[config.mk]
export PLATFORM = sky130hd
export DESIGN_NAME = control_unit
export DESIGN_NICKNAME = d
export VERILOG_FILES = /design/src/rtl/control_unit.sv
export SDC_FILE = /design/constraint.sdc
export NUM_CORES = 1
export LEC_CHECK = 0
export ABC_AREA = 1
export ABC_CLOCK_PERIOD_IN_PS = 900
export BUFFER_PORTS_ARGS = -buffer_cell sky130_fd_sc_hd__buf_2
export CORE_MARGIN = 5
export CORE_UTILIZATION = 40
export DETAILED_ROUTE_END_ITERATION = 8
export PLACE_DENSITY = 0.7
export SYNTH_ARGS = -nofsm -noshare
export SYNTH_HDL_FRONTEND = slang
export SYNTH_SLANG_ARGS = --single-unit
[constraint.sdc]
create_clock -name clk -period 0.9 [get_ports clk]
set_clock_uncertainty 0.1 [all_clocks]
set_input_delay 0.09 -clock clk [delete_from_list [all_inputs] [get_ports clk]]
set_output_delay 0.09 -clock clk [all_outputs]
set_load 0.02 [all_outputs]
[src/rtl/control_unit.sv]
// control_unit: RV32I instruction decoder for the ID stage.
// Decodes opcode/funct3 into memory, writeback, branch/jump, operand-select
// and ALU-operation controls, registered once toward the ID/EX boundary.
module control_unit (
  input  logic       clk,
  input  logic       rst_n,
  input  logic [2:0] funct,
  input  logic [6:0] opcode,
  output logic       ID_cntl_MemWrite,
  output logic       ID_cntl_MemRead,
  output logic       ID_cntl_RegWrite,
  output logic       ID_cntl_Branch,
  output logic [2:0] ID_sel_MemToReg,
  output logic [1:0] ID_sel_ALUSrc,
  output logic [1:0] ID_sel_jump,
  output logic [3:0] ID_ALUOp
);

  // Major opcodes recognised by this decoder; anything else decodes to NOP.
  typedef enum logic [6:0] {
    OP_LOAD   = 7'b0000011,
    OP_IALU   = 7'b0010011,
    OP_AUIPC  = 7'b0010111,
    OP_STORE  = 7'b0100011,
    OP_RTYPE  = 7'b0110011,
    OP_LUI    = 7'b0110111,
    OP_BRANCH = 7'b1100011,
    OP_JALR   = 7'b1100111,
    OP_JAL    = 7'b1101111
  } opcode_e;

  // Writeback source; codes 011-111 are reserved and never produced.
  typedef enum logic [2:0] {
    WB_ALU = 3'b000,
    WB_MEM = 3'b001,
    WB_PC4 = 3'b010
  } wb_sel_e;

  // ALU operand pair selection.
  typedef enum logic [1:0] {
    SRC_RS1_RS2  = 2'b00,
    SRC_RS1_IMM  = 2'b01,
    SRC_PC_IMM   = 2'b10,
    SRC_ZERO_IMM = 2'b11
  } alu_src_e;

  // Jump kind; code 11 is never produced.
  typedef enum logic [1:0] {
    JMP_NONE = 2'b00,
    JMP_JAL  = 2'b01,
    JMP_JALR = 2'b10
  } jump_e;

  // Full control bundle carried across the ID/EX boundary.
  typedef struct packed {
    logic     mem_write;
    logic     mem_read;
    logic     reg_write;
    logic     branch;
    wb_sel_e  mem_to_reg;
    alu_src_e alu_src;
    jump_e    jump;
    logic [3:0] alu_op;  // {class bit, funct3}; 0000 means plain ADD
  } ctrl_t;

  localparam ctrl_t CTRL_NOP = '{
    mem_write:  1'b0,
    mem_read:   1'b0,
    reg_write:  1'b0,
    branch:     1'b0,
    mem_to_reg: WB_ALU,
    alu_src:    SRC_RS1_RS2,
    jump:       JMP_NONE,
    alu_op:     4'b0000
  };

  ctrl_t ctrl_d;
  ctrl_t ctrl_q;

  // Combinational decode of the instruction currently in ID.
  always_comb begin
    // NOTE: start from the NOP bundle so every field has a value on every
    // path; an unassigned field on some opcode would otherwise infer a latch.
    ctrl_d = CTRL_NOP;
    case (opcode_e'(opcode))
      OP_LOAD: begin
        ctrl_d.mem_read   = 1'b1;
        ctrl_d.reg_write  = 1'b1;
        ctrl_d.mem_to_reg = WB_MEM;
        ctrl_d.alu_src    = SRC_RS1_IMM;
      end
      OP_IALU: begin
        ctrl_d.reg_write  = 1'b1;
        ctrl_d.alu_src    = SRC_RS1_IMM;
        ctrl_d.alu_op     = {1'b0, funct};
      end
      OP_STORE: begin
        ctrl_d.mem_write  = 1'b1;
        ctrl_d.alu_src    = SRC_RS1_IMM;
      end
      OP_RTYPE: begin
        ctrl_d.reg_write  = 1'b1;
        ctrl_d.alu_src    = SRC_RS1_RS2;
        ctrl_d.alu_op     = {1'b1, funct};
      end
      OP_BRANCH: begin
        // Comparison type rides in funct3; ALU control ignores funct7 here.
        ctrl_d.branch     = 1'b1;
        ctrl_d.alu_src    = SRC_RS1_RS2;
        ctrl_d.alu_op     = {1'b1, funct};
      end
      OP_JALR: begin
        ctrl_d.reg_write  = 1'b1;
        ctrl_d.mem_to_reg = WB_PC4;
        ctrl_d.alu_src    = SRC_RS1_IMM;
        ctrl_d.jump       = JMP_JALR;
      end
      OP_JAL: begin
        ctrl_d.reg_write  = 1'b1;
        ctrl_d.mem_to_reg = WB_PC4;
        ctrl_d.alu_src    = SRC_PC_IMM;
        ctrl_d.jump       = JMP_JAL;
      end
      OP_LUI: begin
        ctrl_d.reg_write  = 1'b1;
        ctrl_d.alu_src    = SRC_ZERO_IMM;
      end
      OP_AUIPC: begin
        ctrl_d.reg_write  = 1'b1;
        ctrl_d.alu_src    = SRC_PC_IMM;
      end
      default: ctrl_d = CTRL_NOP;  // FENCE, SYSTEM and illegal encodings
    endcase
  end

  // Control register toward ID/EX; reset forces the NOP bundle at once.
  always_ff @(posedge clk or negedge rst_n) begin
    // NOTE: sequential state uses non-blocking assignment so every flop
    // samples pre-edge values regardless of block ordering.
    if (!rst_n) ctrl_q <= CTRL_NOP;
    else        ctrl_q <= ctrl_d;
  end

  assign ID_cntl_MemWrite = ctrl_q.mem_write;
  assign ID_cntl_MemRead  = ctrl_q.mem_read;
  assign ID_cntl_RegWrite = ctrl_q.reg_write;
  assign ID_cntl_Branch   = ctrl_q.branch;
  assign ID_sel_MemToReg  = ctrl_q.mem_to_reg;
  assign ID_sel_ALUSrc    = ctrl_q.alu_src;
  assign ID_sel_jump      = ctrl_q.jump;
  assign ID_ALUOp         = ctrl_q.alu_op;

endmodule

==> flow_summary.yaml <==
grt:
  antenna_found_initial: 0
  grt_max_degree: 15
  grt_pass1_vias: 562
  grt.total_usage: 0.133
  grt_pass1_wl_um: 2480
  grt-ovfl-total: 0
clocking:
  cts.reportedPaths.clkPinSlew_ns: 0.07
  clock_sinks: 14
  cts_setup_buffers: 0
  cts-root-buf: "clkbuf_4"
  cts_htree_levels: 1
  cts_buffers: 3
  cts_tree: "built"
  clockBufferDepth: 2
yosys:
  yosysWarnings: 0
  yosys.area_share.simple: 0.318
  yosysSeqAreaShare: 0.552
  synth_compound_area_frac: 0.0414
  synth_area_per_cell_um2: 8.57
  synthesis.area_um2: 634
  synth_top_family_by_area: "simple AND/OR/NAND/NOR gates"
  synth-adder-area-share: 0
  syn-num-nets: 86
  synth.distinct_cells: 15
  synthXorXnorAreaFrac: 0
  synth.ff_latch_count: 14
  syn_inst: 74
  synthMuxAreaShare: 0
power:
  p_per_area_nw_per_um2: 1250
  p_leak_nw: 0.575
  max-vdd-ir-drop_uv: 420
critical_path:
  start_kind: "flip-flop"
  cpMaxStageDelayCell: "dfrtp_1"
  cp.arrival_ns: 0.79
  path_class: "reg -> out"
  crit_fanout: 1
  cp.buffers_inverters: 1
  critPathTopFamily: "flip-flops"
  end_kind: "output port"
  path_cells: "buf_6"
  slowest_delay_ns: 0.39
  critPathRequiredTime_ns: 0.71
sta:
  finalWorstSetupSlack_ns: -0.0751
  whs_ns: 0.0763
  fmaxAchievable_mhz: 1030
  finalSetupViolCount: 14
  post-route-period-util: 1.08
  rsz0062_at_grt: "yes"
  min_period_ns: 0.975
  hold_viol_final: 0
  maxSlewViolCount: 0
final_layout:
  nFillCells: 120
  finalInstanceArea_um2: 966
  synthToLayoutAreaGrowth_pct: 52.3
  diodes: 0
  seq_area_um2: 350
  fin_nets: 123
  drive_gt1_frac: 0.409
  fin_cells: 126
  multi_input_area_um2: 231
drt:
  wl_per_cell_um: 11.5
  vias: 569
  ant_nets: 0
  drc: 0
  dr.pass1.iters: 4
  via_per_inst: 4.52
  drt_iter0_drc: 8
  wl_um: 1450
placement:
  gp_congestion: 0.726
  port_buffers: 25
  placedCellCount: 118
  placed_area_um2: 802
  hpwl_um: 991
floorplanning:
  initial_core_util: 0.421
  ioPinCount: 27
  num_rows: 14
  die_h_um: 49.8
  die_w_um: 49.8
  dieArea_um2: 2480
  core_um2: 1510
outcome:
  violations: "setup timing"
  outcome: "finished, violations left"
job:
  maxCapViolCount: 0
hold_path:
  hold_class: "in -> reg"
-- cells in the mapped netlist --
| cell | number | area, µm² |
|---|---|---|
| nand2_2 | 3 | 18.8 |
| o21ai_1 | 1 | 5.00 |
| inv_1 | 9 | 33.8 |
| nor2_1 | 13 | 48.8 |
| buf_4 | 1 | 7.51 |
| nor2_2 | 2 | 12.5 |
| nand3_4 | 1 | 17.5 |
| dfrtp_1 | 14 | 350 |
| nand3_1 | 1 | 5.00 |
| inv_2 | 3 | 11.3 |
| o21ai_0 | 1 | 5.00 |
| nand3_2 | 2 | 20.0 |
| nand2_1 | 21 | 78.8 |
| a21oi_4 | 1 | 16.3 |
| conb_1 | 1 | 3.75 |
-- placed cells by master, fill, tap and decap left out --
| cell type | Yosys | layout |
|---|---|---|
| nand2_1 | 21 | 21 |
| dfrtp_1 | 14 | 14 |
| buf_6 | 0 | 14 |
| nor2_1 | 13 | 13 |
| buf_2 | 0 | 11 |
| inv_1 | 9 | 9 |
| dlygate4sd3_1 | 0 | 4 |
| buf_4 | 1 | 4 |
| inv_2 | 3 | 3 |
| nand2_2 | 3 | 3 |
| clkbuf_4 | 0 | 3 |
| nand3_2 | 2 | 2 |
| nor2_2 | 2 | 2 |
| nand3_4 | 1 | 1 |
| a21oi_4 | 1 | 1 |
| nand3_1 | 1 | 1 |
| o21ai_0 | 1 | 1 |
| o21ai_1 | 1 | 1 |
| conb_1 | 1 | 1 |
| clkbuf_8 | 0 | 1 |
-- through the flow --
| step | TNS (ns) | setup WS [ns] | power [mW] | util |
|---|---|---|---|---|
| finish | -0.874 | -0.0751 | 1.20 | 0.641 |
| global route | -1.40 | -0.112 | 1.27 | 0.641 |
| CTS | -1.03 | -0.0815 | 1.23 | 0.641 |
| detailed placement | -0.575 | -0.123 | 0.778 | 0.532 |
| global placement | -0.335 | -0.0762 | 0.774 | 0.532 |
| floorplan | 0 | 0.0355 | 0.711 | - |
-- metal layers --
| metal | global-route usage | vias to the layer above | wire length [µm] |
|---|---|---|---|
| met1 | 0.147 | 259 | 553 |
| met3 | 0.0151 | 2 | 74 |
| li1 | - | 292 | - |
| met4 | 0.0786 | 0 | 27 |
| met5 | 0 | - | 0 |
| met2 | 0.239 | 16 | 792 |
-- what timing repair did --
action	CTS	global route
cloned	0	0
gates resized for setup	28	0
endpoints found under the setup margin	14	14
endpoints found under the hold margin	17	0
hold buffers	4	0
-- path summary, 6_finish.rpt --
path / cells past startpoint / endpoint / startpoint / slack [ns]
setup / recovery: 1 / ID_cntl_MemRead / ID_cntl_MemRead / -0.08
hold / removal: 3 / ID_ALUOp[3] / opcode[4] / 0.08
max in group asynchronous: 2 / ID_cntl_MemWrite / rst_n / 0.34
min in group asynchronous: 2 / ID_sel_ALUSrc[0] / rst_n / 0.13
-- final cells by class --
cell class / count / area share
flip-flops and latches: 14 / 0.363
repair buffers: 33 / 0.293
multi-input cells: 47 / 0.240
inverters: 12 / 0.0466
clock buffers: 4 / 0.0376
well taps: 16 / 0.0207
-- report_power, final --
part           internal [mW]  leakage [nW]  switching, mW  total, mW
clock                  0.245        0.0210          0.169      0.415
sequential             0.635         0.195        0.00331      0.639
combinational         0.0644         0.359         0.0868      0.151
-- flip-flops by register name, indices dropped and copies added, names as in the netlist --
| signal | cells |
|---|---|
| ID_ALUOp | 4 |
| ID_sel_ALUSrc | 2 |
| ID_sel_MemToReg | 2 |
| ID_sel_jump | 2 |
| ID_cntl_Branch | 1 |
| ID_cntl_MemRead | 1 |
| ID_cntl_MemWrite | 1 |
| ID_cntl_RegWrite | 1 |
-- logic make-up (layout without fill, tap and decap cells) --
group / count (synthesis) / after routing
AOI/OAI and AO/OA: 3 / 3
and+or+nand+nor: 43 / 43
other: 1 / 1
buffers and inverters: 13 / 49
DFF: 14 / 14
No activity file was read; power rests on OpenSTA's default activity.
